**src/rtl/nx_stream_arb_multi.sv**
```systemverilog
// Multi-input stream arbiter: fixed or round-robin grant, message lock until the
// last beat, and a one-entry output register that sustains one beat per cycle.
module nx_stream_arb_multi #(
  parameter int    STREAM_WIDTH = 32,
  parameter int    INPUTS       = 4,
  parameter string PRIO_MODE    = "round_robin",
  localparam int   SRC_W        = (INPUTS > 1) ? $clog2(INPUTS) : 1
) (
  input  logic                                 clk_i,
  input  logic                                 rst_i,
  input  logic [INPUTS-1:0][STREAM_WIDTH-1:0]  in_data_i,
  input  logic [INPUTS-1:0]                    in_last_i,
  input  logic [INPUTS-1:0]                    in_valid_i,
  output logic [INPUTS-1:0]                    in_ready_o,
  input  logic [INPUTS-1:0]                    mask_i,
  output logic [STREAM_WIDTH-1:0]              out_data_o,
  output logic                                 out_last_o,
  output logic [SRC_W-1:0]                     out_src_o,
  output logic                                 out_valid_o,
  input  logic                                 out_ready_i,
  output logic [2*SRC_W:0]                     dbg_state_o
);

  localparam bit FIXED_MODE = (PRIO_MODE == "fixed");

  logic                    lock_q, lock_d;
  logic [SRC_W-1:0]        locked_src_q, locked_src_d;
  logic [SRC_W-1:0]        ptr_q, ptr_d;
  logic [STREAM_WIDTH-1:0] out_data_q, out_data_d;
  logic                    out_last_q, out_last_d;
  logic [SRC_W-1:0]        out_src_q, out_src_d;
  logic                    out_valid_q, out_valid_d;

  logic [INPUTS-1:0]       elig;
  logic [SRC_W-1:0]        grant;
  logic [SRC_W-1:0]        cand;
  logic                    grant_valid;
  logic                    load;
  logic                    accept;

  // Grant selection. Loops run in reverse so the last hit written is the first
  // one in search order.
  always_comb begin
    elig        = in_valid_i & mask_i;
    grant       = '0;
    grant_valid = 1'b0;
    cand        = '0;
    if (lock_q) begin
      grant       = locked_src_q;
      grant_valid = in_valid_i[locked_src_q];
    end else if (FIXED_MODE) begin
      for (int i = INPUTS - 1; i >= 0; i--) begin
        if (elig[i]) begin
          grant       = SRC_W'(i);
          grant_valid = 1'b1;
        end
      end
    end else begin
      for (int k = INPUTS; k >= 1; k--) begin
        cand = SRC_W'((int'(ptr_q) + k) % INPUTS);
        if (elig[cand]) begin
          grant       = cand;
          grant_valid = 1'b1;
        end
      end
    end
  end

  // Handshake: a beat moves on input i when in_valid_i[i] && in_ready_o[i] at a
  // rising edge; out_valid_o/out_ready_i follow the same rule downstream, and
  // ready never depends on a valid being held high only because ready is high.
  always_comb begin
    load         = !out_valid_q || out_ready_i;
    accept       = load && grant_valid && !rst_i;
    lock_d       = lock_q;
    locked_src_d = locked_src_q;
    ptr_d        = ptr_q;
    out_data_d   = out_data_q;
    out_last_d   = out_last_q;
    out_src_d    = out_src_q;
    out_valid_d  = out_valid_q;
    in_ready_o   = '0;
    if (accept) begin
      in_ready_o[grant] = 1'b1;
      if (in_last_i[grant]) begin
        lock_d = 1'b0;
        ptr_d  = grant;
      end else begin
        lock_d       = 1'b1;
        locked_src_d = grant;
      end
    end
    if (load) begin
      out_valid_d = accept;
      if (accept) begin
        out_data_d = in_data_i[grant];
        out_last_d = in_last_i[grant];
        out_src_d  = grant;
      end
    end
  end

  always_ff @(posedge clk_i) begin
    if (rst_i) begin
      lock_q       <= 1'b0;
      locked_src_q <= '0;
      ptr_q        <= SRC_W'(INPUTS - 1);
      out_data_q   <= '0;
      out_last_q   <= 1'b0;
      out_src_q    <= '0;
      out_valid_q  <= 1'b0;
    end else begin
      lock_q       <= lock_d;
      locked_src_q <= locked_src_d;
      ptr_q        <= ptr_d;
      out_data_q   <= out_data_d;
      out_last_q   <= out_last_d;
      out_src_q    <= out_src_d;
      out_valid_q  <= out_valid_d;
    end
  end

  assign out_data_o  = out_data_q;
  assign out_last_o  = out_last_q;
  assign out_src_o   = out_src_q;
  assign out_valid_o = out_valid_q;
  // {lock, locked_src, ptr}
  assign dbg_state_o = {lock_q, locked_src_q, ptr_q};

endmodule

```
**config.mk**
```make
export PLATFORM = sky130hd
export DESIGN_NAME = nx_stream_arb_multi
export DESIGN_NICKNAME = d
export VERILOG_FILES = /design/src/rtl/nx_stream_arb_multi.sv
export SDC_FILE = /design/constraint.sdc
export NUM_CORES = 1
export LEC_CHECK = 0
export ABC_AREA = 1
export ABC_CLOCK_PERIOD_IN_PS = 2200
export CAP_MARGIN = 20
export CORE_MARGIN = 2
export CORE_UTILIZATION = 38
export CTS_BUF_LIST = sky130_fd_sc_hd__clkbuf_8
export DETAILED_ROUTE_END_ITERATION = 6
export MAX_ROUTING_LAYER = met4
export PLACE_DENSITY = 0.8
export SKIP_LAST_GASP = 1
export SYNTH_ARGS = -nofsm -noshare
export SYNTH_HDL_FRONTEND = slang
export SYNTH_SLANG_ARGS = --single-unit
```
**constraint.sdc**
```tcl
create_clock -name clk_i -period 2.2 [get_ports clk_i]
set_input_delay 0.22 -clock clk_i [delete_from_list [all_inputs] [get_ports clk_i]]
set_output_delay 0.22 -clock clk_i [all_outputs]
set_load 0.005 [all_outputs]
```
# Yosys cells after proc, flatten, opt, wreduce, memory -nomap -nowiden
# Cells that the tools add are included.
# classes
addsub	4
n_lt_le_gt_ge	7
n_mux	28
n_bitwise	2
n_reduce_logical	9
# op_table
cell	n
$bmux W32 S2	1
$mux W32	1
$lt A2 B3 Y1 const B	6
$mux W1	13
$bmux W1 S2	6
$mux W2	5
$reduce_and A2 Y1	3
$add A2 B1 Y2 const B	2
$add A2 B2 Y2 const B	2
$and A4 B4 Y4	1
$mux W4	1
$logic_and A1 B1 Y1	3
$demux W1 S2	1
$ge A2 B1 Y1 const B	1
$logic_not A1 Y1	2
$logic_or A1 B1 Y1	1
$not A1 Y1	1
# totals
regBits	41
in_bits	143
output_inout_bits	45
word_cells	57

# Logic depth before layout (Yosys ltp)
# depth
word_depth	13
mapped_depth	19
mapped_depth_nobuf	17

# Worst setup path before layout
# Ideal clock, no wire load.
# synth_timing
path_type	register to output
start	register ptr_q[0]
end	output port in_ready_o[1]
arrival_time_ns	1.721
required_ns	1.980
slack_ns	0.259
path_stages_with_launch	16
n_path_buf	3
cell_sequence	dfxtp_1 buf_4 inv_2 nand3_1 nand2_1 nand2_1 and2_4 nand2_1 nand2_2 nand3_4 nand2_8 buf_8 buf_8 nor2_4 inv_2 nor2_1
# synth_between
elab_chain_cells	13
elab_cells_between_ends	30
classes_between	add/sub: 4; order compare: 2; mux: 21; reduce/logical: 3
# synth_lines
item	line	rtl
start: declaration	28	logic [SRC_W-1:0] ptr_q, ptr_d;
start signal: assignment	107	ptr_q <= SRC_W'(INPUTS - 1);
start signal: assignment	115	ptr_q <= ptr_d;
$add A2 B1 Y2	60	cand = SRC_W'((int'(ptr_q) + k) % INPUTS);
$bmux W1 S2	61	if (elig[cand]) begin
$mux W1 (not written as such)	61	
$mux W2 (4 in a row)	61	
$mux W2	48	if (lock_q) begin
$lt A2 B3 Y1 (not written as such) or $ge A2 B1 Y1 (tied branches)	84	in_ready_o[grant] = 1'b1;
$logic_and A1 B1 Y1 (not written as such)	84	
$mux W1 (not written as such)	84	
$demux W1 S2	84	
$mux W4 (*)	83	if (accept) begin
end: declaration	14	output logic [INPUTS-1:0] in_ready_o,
# Mark *: on every way between the ends. The rest lies on a longest branch, timed or not. The select of a mux whose other input is x is not followed.

# Worst setup path in the final report
# layout_timing
start	register ptr_q[0]
end	register out_data_q[3], in the netlist out_data_o[3]
# layout_between
elab_chain_cells	11
elab_cells_between_ends	27
classes_between	add/sub: 4; mux: 20; reduce/logical: 3
# layout_lines
item	line	rtl
parallel branches: the longest is 11 deep, another holds $add A2 B1 Y2	-	
end signal: assignment	116	out_data_q <= out_data_d;
end: declaration	29	logic [STREAM_WIDTH-1:0] out_data_q, out_data_d;
# Several ways; the timed one is not identified. The select of a mux whose other input is x is not followed.
# A chain may end at the register's enable or synchronous reset.

==> load_flow_metrics.sql <==
INSERT INTO impl_metrics (metric_group, metric, value, unit) VALUES
('critical_path', 'sort_of_element_at_the_start_of_the_critical_path', 'flop', ''),
('detailed_routing', 'drt_wl_total', '12100', 'µm'),
('clocking', 'clock_root_buffer', 'clkbuf_8', ''),
('critical_path', 'critPathRequiredTime', '2430', 'ps'),
('global_routing', 'grt_max_degree', '49', ''),
('clocking', 'cts_tree', 'built', ''),
('global_routing', 'grt_antenna_before_repair', '0', ''),
('floorplan', 'coreArea', '0.00769', 'mm²'),
('floorplan', 'chipHeight', '92.7', 'µm'),
('run_status', 'run_status', 'finished, violations left', ''),
('place', 'dpl.cell_count', '793', ''),
('finish', 'final_cell_count_no_fill', '811', ''),
('synth', 'synth_cells', '508', ''),
('floorplan', 'dieWidth', '92.7', 'µm'),
('synth', 'mappedNetlistArea', '0.00299', 'mm²'),
('power', 'power.switching', '3.57', 'mW'),
('clocking', 'hold_buffers', '0', ''),
('place', 'gp_routability_congestion', '0.861', ''),
('finish', 'finalNetCount', '852', ''),
('synth', 'synth.net_count', '651', ''),
('critical_path', 'crit_fanout', '10', ''),
('sta', 'max-slew-margin-rel', '71.9', '%'),
('power', 'clock_power_share', '6.3', '%'),
('run_status', 'violations_in_the_final_reports', 'setup timing', ''),
('power', 'leakage', '2.60', 'nW'),
('clocking', 'cts_inserted_buffers', '5', ''),
('clocking', 'cts_max_level', '2', ''),
('power', 'power-per-cell-area', '1390', 'mW/mm²'),
('power', 'power.sequential.fraction', '17.3', '%'),
('synth', 'share_of_synthesized_area_occupied_by_flip_flops_and_latches', '27.5', '%'),
('finish', 'ant_diodes', '0', ''),
('detailed_routing', 'vias', '4184', ''),
('synth', 'synth_warnings', '0', ''),
('floorplan', 'io-pin-count', '188', ''),
('clocking', 'tritoncts_num_sinks', '41', ''),
('floorplan', 'fp-row-count', '32', ''),
('sta', 'timing_worst_slew_pin_value', '422', 'ps'),
('sta', 'period_share', '101', '%'),
('global_routing', 'grt_pass1_vias', '3879', ''),
('detailed_routing', 'wl_per_cell', '15.0', 'µm'),
('sta', 'finalSetupViolCount', '9', ''),
('global_routing', 'first_pass_grt_wire_length', '17300', 'µm'),
('floorplan', 'die_footprint', '0.00859', 'mm²'),
('sta', 'fin_ws', '-12.1', 'ps'),
('sta', 'grt_setup_unrepaired', 'true', ''),
('place', 'postPlaceCellArea', '0.00507', 'mm²'),
('place', 'dpl.hpwl', '8150', 'µm'),
('floorplan', 'initial_core_util', '38.9', '%'),
('finish', 'postLayoutCellArea', '0.00557', 'mm²'),
('sta', 'final-hold-violation-count', '0', ''),
('detailed_routing', 'route.antenna.remaining_nets', '0', ''),
('power', 'switching_share', '46.1', '%'),
('clocking', 'cts.reportedPaths.clkPinSlew', '70', 'ps'),
('detailed_routing', 'route.detailed.vias_per_inst', '5.16', ''),
('synth', 'synth_top_area_share', '32.5', '%'),
('synth', 'post_synth_num_cell_types', '30', ''),
('synth', 'syn_area_per_cell', '5.88', 'µm²'),
('sta', 'hold-worst-slack', '468', 'ps'),
('synth', 'post-synth-top-area-cell', 'nand2_1', ''),
('power', 'internal_power', '4.18', 'mW'),
('detailed_routing', 'drc_errors', '0', ''),
('clocking', 'clk-insertion-delay-late', '290', 'ps'),
('synth', 'netlist_top_cells_area', 'nand2_1, dfxtp_1, nand3_1, nand3_2, buf_6', ''),
('critical_path', 'critPathKind', 'reg2reg', ''),
('global_routing', 'gr-total-overflow', '0', ''),
('detailed_routing', 'detailedRoute.firstPassIterationCount', '5', ''),
('power', 'irDropWorstVdd', '0.606', 'mV'),
('critical_path', 'worstPathArrival', '2440', 'ps'),
('job', 'maxCapViolCount', '0', ''),
('synth', 'ys_ff_latch', '41', ''),
('clocking', 'cts_buffer_depth', '2', ''),
('global_routing', 'grt_use_total', '25.4', '%'),
('hold_path', 'worstHoldPathType', 'reg2reg', ''),
('sta', 'max_clock_freq', '0.452', 'GHz'),
('finish', 'area_growth_syn_to_layout', '86.2', '%'),
('finish', 'drive_gt1_share', '16.4', '%'),
('finish', 'commonest_cells_after_routing_fill_and_taps_aside', 'nand2_1, clkdlybuf4s50_1, nand3_1', ''),
('critical_path', 'end_kind', 'flop', ''),
('sta', 'timing_max_transition_violations_final', '0', ''),
('power', 'comb_power_share', '76.4', '%'),
('finish', 'leading_cell_type_in_the_layout_fill_and_taps_excluded', 'nand2_1', ''),
('sta', 'clock-skew-final', '2.87', 'ps'),
('sta', 'post-route-min-period', '2210', 'ps'),
('place', 'place.port_buffers', '187', ''),
('detailed_routing', 'detail_route.iter0.violations', '174', '');
path summary, 6_finish.rpt:
path / start / endpoint / slack [ps] / cells after the start
max: ptr_q[0] / out_data_o[3] / -10 / 18
min: out_data_o[28] / out_data_o[28] / 470 / 2
min reg2reg: out_data_o[28] / out_data_o[28] / 470 / 2
max reg2reg: ptr_q[0] / out_data_o[3] / -10 / 18
power groups by stage:
stage                     Sequential, mW  Clock, mW  Combinational, mW
after global placement              1.31          0               4.77
final                               1.34      0.487               5.92
after global routing                1.38      0.538               6.43
after floorplan                     1.34          0               3.01
after detailed placement            1.33          0               4.88
after CTS                           1.31      0.498               4.96
cell families after synthesis:
family	share of synthesized area, %
flops	27.5
compound gates	2.13
buf+inv	10.0
xor+xnor	0.586
simple gates	59.8
timing repair:
action,in CTS,in global routing
gates resized for setup,16,62
cloned,0,6
buffers inserted,5,1
endpoints found under the setup margin,23,42
pin swaps,4,13
state kept, by name, indices dropped and copies added, names as in the netlist:
signal	count
out_valid_o	1
out_last_o	1
out_src_o	2
locked_src_q	2
lock_q	1
ptr_q	2
out_data_o	32
through the flow:
step	setup WS, ps	TNS, ps	util, %	power [mW]
2_1_floorplan	259	0	-	4.34
3_3_place_gp	-214	-6740	65.9	6.08
3_5_place_dp	-282	-9300	65.9	6.20
4_1_cts	-45.8	-614	67.4	6.78
5_1_grt	-113	-3120	72.4	8.35
6_report	-12.1	-59.6	72.4	7.75
cell usage after synthesis:
| library cell | count |
|---|---|
| nand2_1 | 259 |
| nand3_1 | 112 |
| dfxtp_1 | 41 |
| inv_1 | 16 |
| buf_2 | 13 |
| nand3_2 | 11 |
| clkbuf_1 | 10 |
| nor2_1 | 8 |
| buf_6 | 6 |
| a21oi_1 | 3 |
| buf_4 | 3 |
| inv_2 | 3 |
| nand4_1 | 3 |
| buf_8 | 2 |
| nand2_2 | 2 |
| o21ai_0 | 2 |
| a21oi_2 | 1 |
| and2_4 | 1 |
| inv_4 | 1 |
| nand2_8 | 1 |
| nand3_4 | 1 |
| nor2_4 | 1 |
| nor2_8 | 1 |
| nor3_1 | 1 |
| o21ai_1 | 1 |
| o21ai_2 | 1 |
| o221ai_1 | 1 |
| o31ai_1 | 1 |
| xnor2_1 | 1 |
| xor2_1 | 1 |
layout make-up:
type                       count  area, µm²
tap                          102        128
sequential                    41        826
timing repair buffer         228       2390
inverter                      20       97.6
clock inverter                 1       3.75
fill                         632       2120
clock buffer                   6       82.6
multi-input combinational    413       2040
per-layer routing:
metal | track usage (%) | vias to the layer above | part of all wire [%]
met4 | 7.97 | 0 | 3.5
met3 | 4.48 | 37 | 7.0
li1 | - | 2029 | -
met2 | 47.2 | 202 | 52
met5 | - | - | 0
met1 | 27.5 | 1916 | 38
worst max-delay path, stage by stage (launching register included):
cell	delay [ps]
dfxtp_4	370
buf_12	150
inv_8	60
nand2_1	70
nand3_2	90
buf_4	120
nand3_2	90
nand3_2	90
nand2_2	70
o21ai_4	80
buf_6	140
buf_6	130
clkinv_8	80
nor2_8	170
clkbuf_16	190
nand2_1	50
nand3_1	80
nand2_1	50
nand2_1	70
(Power assumes the default switching activity.)
